### src/rtl/exc_controller.sv
`default_nettype none
// ============================================================================
// Module      : exc_controller
// Description : Interrupt-to-exception controller. Synchronizes NLINES
//               external interrupt lines, latches their rising edges into
//               pending bits and presents one request at a time to the core.
//               The request carries the cause code of the lowest-index
//               unmasked pending line.
// Revision    : 1.0 - initial release
// ============================================================================
module exc_controller #(
    parameter int NLINES = 4
) (
    input  logic              clk,
    input  logic              reset,
    input  logic [NLINES-1:0] irq,
    input  logic [NLINES-1:0] irq_mask,
    input  logic              ExcAck,
    input  logic              ERet,
    output logic              Exc,
    output logic [3:0]        EStatus,
    output logic [NLINES-1:0] pending,
    output logic              busy
);

    localparam logic [1:0] ST_IDLE    = 2'd0;
    localparam logic [1:0] ST_REQ     = 2'd1;
    localparam logic [1:0] ST_SERVICE = 2'd2;

    logic [NLINES-1:0] sync1_q, sync1_d;
    logic [NLINES-1:0] sync2_q, sync2_d;
    logic [NLINES-1:0] hist_q, hist_d;
    logic [NLINES-1:0] pending_q, pending_d;
    logic [1:0]        state_q, state_d;
    logic              exc_q, exc_d;
    logic [3:0]        estatus_q, estatus_d;
    logic [2:0]        sel_q, sel_d;

    logic [NLINES-1:0] rise;
    logic [NLINES-1:0] cand;
    logic [NLINES-1:0] clr;
    logic [2:0]        low_idx;

    // A rising edge is a synchronized 1 whose previous sample was 0
    assign rise = sync2_q & ~hist_q;
    // Only unmasked pending lines may raise a request
    assign cand = pending_q & ~irq_mask;

    // Two-stage synchronizer followed by one history stage
    always_comb begin
        sync1_d = irq;
        sync2_d = sync1_q;
        hist_d  = sync2_q;
    end

    // Lowest index among unmasked pending lines wins
    always_comb begin
        low_idx = '0;
        for (int i = NLINES - 1; i >= 0; i--) begin
            if (cand[i]) begin
                low_idx = 3'(i);
            end
        end
    end

    // Clear vector for the line being acknowledged
    always_comb begin
        clr = '0;
        for (int i = 0; i < NLINES; i++) begin
            clr[i] = (state_q == ST_REQ) && ExcAck && (sel_q == 3'(i));
        end
    end

    // Request FSM; a new edge on the acknowledged line overrides its clear
    always_comb begin
        state_d   = state_q;
        exc_d     = exc_q;
        estatus_d = estatus_q;
        sel_d     = sel_q;
        pending_d = (pending_q & ~clr) | rise;
        case (state_q)
            ST_IDLE: begin
                if (|cand) begin
                    state_d   = ST_REQ;
                    sel_d     = low_idx;
                    exc_d     = 1'b1;
                    estatus_d = 4'b1000 + {1'b0, low_idx};
                end else begin
                    exc_d = 1'b0;
                end
            end
            ST_REQ: begin
                // Exc and EStatus are frozen until the core takes the vector
                if (ExcAck) begin
                    exc_d   = 1'b0;
                    state_d = ST_SERVICE;
                end
            end
            ST_SERVICE: begin
                exc_d = 1'b0;
                if (ERet) begin
                    state_d = ST_IDLE;
                end
            end
            default: begin
                state_d = ST_IDLE;
                exc_d   = 1'b0;
            end
        endcase
    end

    // State registers, all cleared asynchronously by reset
    always_ff @(posedge clk or posedge reset) begin
        if (reset) begin
            sync1_q   <= '0;
            sync2_q   <= '0;
            hist_q    <= '0;
            pending_q <= '0;
            state_q   <= ST_IDLE;
            exc_q     <= 1'b0;
            estatus_q <= 4'b0000;
            sel_q     <= '0;
        end else begin
            sync1_q   <= sync1_d;
            sync2_q   <= sync2_d;
            hist_q    <= hist_d;
            pending_q <= pending_d;
            state_q   <= state_d;
            exc_q     <= exc_d;
            estatus_q <= estatus_d;
            sel_q     <= sel_d;
        end
    end

    assign Exc     = exc_q;
    assign EStatus = estatus_q;
    assign pending = pending_q;
    assign busy    = (state_q == ST_SERVICE);

endmodule
`default_nettype wire
### config.mk
export PLATFORM = sky130hd
export DESIGN_NAME = exc_controller
export DESIGN_NICKNAME = d
export VERILOG_FILES = /design/src/rtl/exc_controller.sv
export SDC_FILE = /design/constraint.sdc
export NUM_CORES = 1
export LEC_CHECK = 0
export ABC_CLOCK_PERIOD_IN_PS = 1700
export CAP_MARGIN = 15
export CELL_PAD_IN_SITES_DETAIL_PLACEMENT = 0
export CELL_PAD_IN_SITES_GLOBAL_PLACEMENT = 1
export CORE_MARGIN = 8
export CORE_UTILIZATION = 29
export DETAILED_ROUTE_END_ITERATION = 12
export GPL_ROUTABILITY_DRIVEN = 0
export HOLD_SLACK_MARGIN = 0.03
export PLACE_DENSITY = 0.71
export SYNTH_ARGS = -nofsm -noshare
export SYNTH_HDL_FRONTEND = slang
export SYNTH_SLANG_ARGS = --single-unit
### constraint.sdc
create_clock -name clk -period 1.7 [get_ports clk]
set_clock_uncertainty 0.2 [all_clocks]
set_input_delay 0.34 -clock clk [delete_from_list [all_inputs] [get_ports clk]]
set_output_delay 0.34 -clock clk [all_outputs]
set_load 0.03 [all_outputs]
==> impl_metrics.json, run 1 <==
{
  "ys.flop_type": "dfrtp_1",
  "synth_top_area_share_pct": 66.1,
  "period_needed_ps": 1650,
  "seq_area_frac_synth_pct": 66.1,
  "ys_warn_count": 0,
  "setup-violations-final": 0,
  "antenna_cells": 0,
  "ys_types": 21,
  "fillers": 256,
  "synth_largest_area_cell": "dfrtp_1",
  "routed_wl_um": 1520,
  "postCtsHoldBufs": 0,
  "worstPathRequired_ps": 1160,
  "grt_max_degree": 23,
  "met1_usage_pct": 6.70,
  "yosys-top-cells-count": "dfrtp_1 (22), inv_1 (9), o21ai_1 (7)",
  "cp_top_family": "buffers and inverters",
  "overflow": 0,
  "cts_made_buffers": 3,
  "slowest_stage": "dlygate4sd2_1",
  "cp.arrival_ps": 1110,
  "synth_edf_count": 0,
  "grt_pass1_vias": 581,
  "cts_buffer_depth": 2,
  "grt_use_met2_pct": 10.8,
  "htree_num_levels": 1,
  "rsz0062_at_grt": "false",
  "die_w_um": 69.6,
  "yosysMostFrequentCell": "dfrtp_1",
  "timing.critical_path.buf_inv": 1,
  "drv_slew": 0,
  "pin_count": 22,
  "syn_to_final_growth_pct": 37.4,
  "power_mw": 1.92,
  "synth_area_leaders": "dfrtp_1 (66%), o21ai_1 (4.2%), inv_1 (4.1%)",
  "cts-root-buf": "clkbuf_4",
  "clk_latency_ps": 310,
  "crit_type": "flop to primary output",
  "crit_path_max_incr_delay_ps": 410,
  "fin_area_um2": 1140,
  "synth-async-reset-ratio_pct": 100,
  "drtPass1Iterations": 2,
  "cp-start-kind": "flop",
  "drv_cap": 0,
  "path_cells": "dlygate4sd2_1",
  "grt_use_met3_pct": 4.29,
  "fp.dieArea_um2": 4840,
  "core_area_um2": 2730,
  "top_usage_layer": "met2",
  "hold_violations": 0,
  "power.leakage_nw": 0.513,
  "instances_no_fill": 121,
  "irDropWorstVdd_mv": 0.927,
  "drcViolationCount": 0,
  "synth_seq_cells": 22,
  "syn_inst": 62,
  "p_per_area_nw_per_um2": 1670,
  "fin_nets": 103,
  "clkSlewWorstSetupHoldPaths_ps": 120,
  "die_y_um": 69.6,
  "netlist_area_um2": 833,
  "ant_nets": 0,
  "antenna_found_initial": 0,
  "placed_area_um2": 1090,
  "place_inst": 116,
  "grt_first_pass_wirelength_um": 2570,
  "cts_tree": "yes",
  "hold_class": "input port to asynchronous set/reset pin",
  "whs_ps": 142,
  "synth_nets": 74,
  "via_count": 549,
  "cp-end-kind": "primary output",
  "io_buffers": 20,
  "fmax_mhz": 608,
  "rows": 19,
  "track_usage_pct": 6.42,
  "drtIter0Drc": 12,
  "viasPerCell": 4.54,
  "fin_tns_setup_ps": 0,
  "hpwlAfterDp_um": 1190,
  "start_util_pct": 30.5,
  "drive_above_1_share_pct": 21.1,
  "period_share_pct": 96.8,
  "syn_area_per_cell_um2": 13.4,
  "outcome": "completed",
  "post_drt_wl_per_cell_um": 12.6,
  "worst-path-max-fanout": 3,
  "clock-sinks": 22
}
[stage by stage]
| stage | setup slack [ps] | util [%] |
|---|---|---|
| after floorplan | 232 | - |
| after global placement | -52.6 | 39.9 |
| after detailed placement | -76.5 | 39.9 |
| after CTS | 34.4 | 41.8 |
| after global routing | 1.09 | 41.9 |
| final | 54.7 | 41.9 |
[repair_timing]
action | in CTS | in global routing
endpoints found under the hold margin | 0 | 0
setup buffers | 1 | 0
gates resized for setup | 8 | 2
endpoints found under the setup margin | 8 | 2
[final cells by class]
| type | instances | area [um^2] | area share [%] |
|---|---|---|---|
| tap | 31 | 38.8 | 3.39 |
| clock inverter | 1 | 30.0 | 2.62 |
| sequential | 22 | 552 | 48.2 |
| clock buffer | 3 | 22.5 | 1.97 |
| timing repair buffer | 25 | 226 | 19.8 |
| multi-input combinational | 30 | 241 | 21.1 |
| inverter | 9 | 33.8 | 2.95 |
[report_power, final]
part	leakage, nW	internal (mW)	switching (mW)
sequential	0.247	0.638	0.0909
clock	0.0279	0.238	0.159
combinational	0.239	0.346	0.444
total	0.513	1.22	0.694
[per-layer routing]
metal	share of wire, %	vias to the layer above	wire length (um)
met1	42	269	637
met2	50	15	759
met5	0	-	0
li1	-	263	-
met4	0.33	0	5
met3	7.8	2	118
[registers in the layout, summed over array words and instances, names as in the netlist]
name	flops
EStatus	3
sync1_q	4
state_q	2
hist_q	4
Exc	1
pending	4
hist_d	4
[placed cells by master (no fill, tap or decap), types with 2 or more instances in the layout]
cell and instances:
buf_4 7, clkbuf_4 3, clkdlybuf4s15_1 2, clkdlybuf4s50_1 11
dfrtp_1 21, dlygate4sd2_1 5, inv_1 9, nand2b_1 3
nor2b_4 2, o21ai_0 2, o21ai_1 7, o31ai_1 3
[kinds of logic (layout without fill, tap and decap cells)]
group	Yosys count	in the layout	synth area share [%]
AND/OR/NAND/NOR	12	12	12.0
buffers and inverters	10	38	4.96
other	1	1	0.450
flip-flops	22	22	66.1
AO/OA/AOI/OAI	17	17	16.5
[worst paths after layout]
| check | start | to | slack (ps) | cells after the start |
|---|---|---|---|---|
| worst min-delay path | reset | state_q[1]$_DFFE_PP0P_ | 140 | 3 |
| max in group asynchronous | reset | state_q[0]$_DFFE_PP0P_ | 930 | 3 |
| worst min register to register | sync1_q[0]$_DFF_PP0_ | hist_d[0]$_DFF_PP0_ | 170 | 0 |
| worst max-delay path | pending[0]$_DFF_PP0_ | pending[0] | 50 | 1 |
| worst max register to register | pending[1]$_DFF_PP0_ | Exc$_DFFE_PP0P_ | 230 | 4 |
| min in group clk | sync1_q[0]$_DFF_PP0_ | hist_d[0]$_DFF_PP0_ | 170 | 0 |
(Power assumes the default switching activity.)
==> run 2: changes to the inputs <==
--- a/config.mk
+++ b/config.mk
@@ -15,6 +15,7 @@
 export GPL_ROUTABILITY_DRIVEN = 0
 export HOLD_SLACK_MARGIN = 0.03
 export PLACE_DENSITY = 0.71
+export SETUP_SLACK_MARGIN = 0.02
 export SYNTH_ARGS = -nofsm -noshare
 export SYNTH_HDL_FRONTEND = slang
 export SYNTH_SLANG_ARGS = --single-unit
==> impl_metrics.json, run 2 (same netlist as run 1, synthesis figures left out) <==
{
  "outcome": "completed",
  "routed_wl_um": 1540,
  "cts_made_buffers": 3,
  "post_drt_wl_per_cell_um": 12.8,
  "viasPerCell": 4.50,
  "crit_start": "state_q[1]$_DFFE_PP0P_",
  "timing.critical_path.buf_inv": 2,
  "irDropWorstVdd_mv": 0.927,
  "setup-violations-final": 0,
  "postCtsHoldBufs": 0,
  "fp.dieArea_um2": 4840,
  "start_util_pct": 30.5,
  "rows": 19,
  "power.leakage_nw": 0.520,
  "worst_slack_ps": 70.5,
  "worstPathRequired_ps": 1160,
  "slowest_stage": "dfrtp_1",
  "period_share_pct": 95.9,
  "cp-start-kind": "flop",
  "cts-root-buf": "clkbuf_4",
  "pin_count": 22,
  "rr_endpoint": "Exc$_DFFE_PP0P_",
  "path_cells": "nand2b_4 -> inv_1 -> buf_6",
  "place_ws_ps": -76.5,
  "whs_ps": 143,
  "hpwlAfterDp_um": 1190,
  "grt_first_pass_wirelength_um": 2570,
  "fin_nets": 103,
  "drv_cap": 0,
  "cts_buffer_depth": 2,
  "cts_tree": "yes",
  "p_per_area_nw_per_um2": 1680,
  "rr_worst_depth": 4,
  "io_buffers": 20,
  "syn_to_final_growth_pct": 38.3,
  "drtIter0Drc": 12,
  "fmax_mhz": 614,
  "cp_top_family": "flip-flops",
  "antenna_found_initial": 0,
  "cp-end-kind": "primary output",
  "grt_pass1_vias": 581,
  "drive_above_1_share_pct": 23.3,
  "worst-path-max-fanout": 5,
  "antenna_cells": 0,
  "clk_latency_ps": 310,
  "grt_max_degree": 23,
  "r2r_slack_ps": 220,
  "fin_util_pct": 42.2,
  "ant_nets": 0,
  "crit_type": "flop to primary output",
  "cp.arrival_ps": 1090,
  "power_mw": 1.94,
  "clock-sinks": 22,
  "period_needed_ps": 1630,
  "htree_num_levels": 1,
  "r2r-start": "pending[1]$_DFF_PP0_",
  "die_y_um": 69.6,
  "final_cell_mix": "dfrtp_1 (21), clkdlybuf4s50_1 (11), inv_1 (9)",
  "drtPass1Iterations": 2,
  "via_count": 544,
  "rsz0062_at_grt": "true",
  "clkSlewWorstSetupHoldPaths_ps": 120,
  "crit_path_max_incr_delay_ps": 500,
  "core_area_um2": 2730,
  "track_usage_pct": 6.42,
  "hold_class": "input port to asynchronous set/reset pin",
  "hold_violations": 0,
  "drv_slew": 0,
  "die_w_um": 69.6,
  "drcViolationCount": 0,
  "overflow": 0,
  "final_common_cell": "dfrtp_1"
}
## run 2: changes by cell type in the layout (fill, tap and decap cells not counted), sizes merged
cell | previous run | this run
dlygate4sd2 | 5 | 4
clkbuf | 3 | 4
## run 2: how the worst max path moves through the flow
stage               slack (ps)  cells past startpoint         endpoint
floorplan                  230                      3  Exc$_DFFE_PP0P_
global placement           -50                      4  Exc$_DFFE_PP0P_
detailed placement         -80                      4  Exc$_DFFE_PP0P_
CTS                         30                      1       pending[0]
global route                20                      1       pending[3]
finish                      70                      3             busy
## run 2: final cells by class
class	count	area (um^2)
Fill cell	254	1580
Sequential cell	22	552
Multi-Input combinational cell	30	249
Timing Repair Buffer	25	226
Tap cell	31	38.8
Inverter	9	33.8
Clock inverter	1	30.0
Clock buffer	3	22.5
## run 2: metal layers
layer | share of wire [%] | global-route usage, % | vias up
li1 | - | - | 261
met1 | 40 | 6.70 | 266
met2 | 52 | 10.8 | 15
met3 | 7.6 | 4.29 | 2
met4 | 0.32 | 0.683 | 0
met5 | 0 | 0 | -
## run 2: power by group
group          internal (mW)  switching [mW]  leakage (nW)
clock                  0.238           0.158        0.0279
combinational          0.360           0.448         0.246
sequential             0.638          0.0990         0.247
total                   1.24           0.704         0.520
## run 2: worst reg2reg max path, cell delays in order, from the launching register on
cell,delay (ps)
dfrtp_1,390
buf_4,140
nor2b_4,130
o41ai_4,390
o31ai_1,120
## run 2: timing repair
item,in CTS,in global routing
gates resized for setup,8,6
gates cloned,0,0
setup buffers,1,0
setup endpoints to repair,8,4
## run 2: metrics by stage
stage          TNS, ps  cells  area [um^2]
2_1_floorplan        0     62          833
3_3_place_gp     -98.5    116         1090
3_5_place_dp      -214    116         1090
4_1_cts              0    121         1140
5_1_grt              0    121         1150
6_report             0    121         1150
==> run 3: changes to the inputs <==
--- a/config.mk
+++ b/config.mk
@@ -6,13 +6,12 @@
 export NUM_CORES = 1
 export LEC_CHECK = 0
 export ABC_CLOCK_PERIOD_IN_PS = 1700
-export CAP_MARGIN = 15
+export CAP_MARGIN = 20
 export CELL_PAD_IN_SITES_DETAIL_PLACEMENT = 0
 export CELL_PAD_IN_SITES_GLOBAL_PLACEMENT = 1
 export CORE_MARGIN = 8
 export CORE_UTILIZATION = 29
 export DETAILED_ROUTE_END_ITERATION = 12
-export GPL_ROUTABILITY_DRIVEN = 0
 export HOLD_SLACK_MARGIN = 0.03
 export PLACE_DENSITY = 0.71
 export SETUP_SLACK_MARGIN = 0.02
==> results of run 3 <==
Final layout, timing and power as in run 2 (identical DEF).
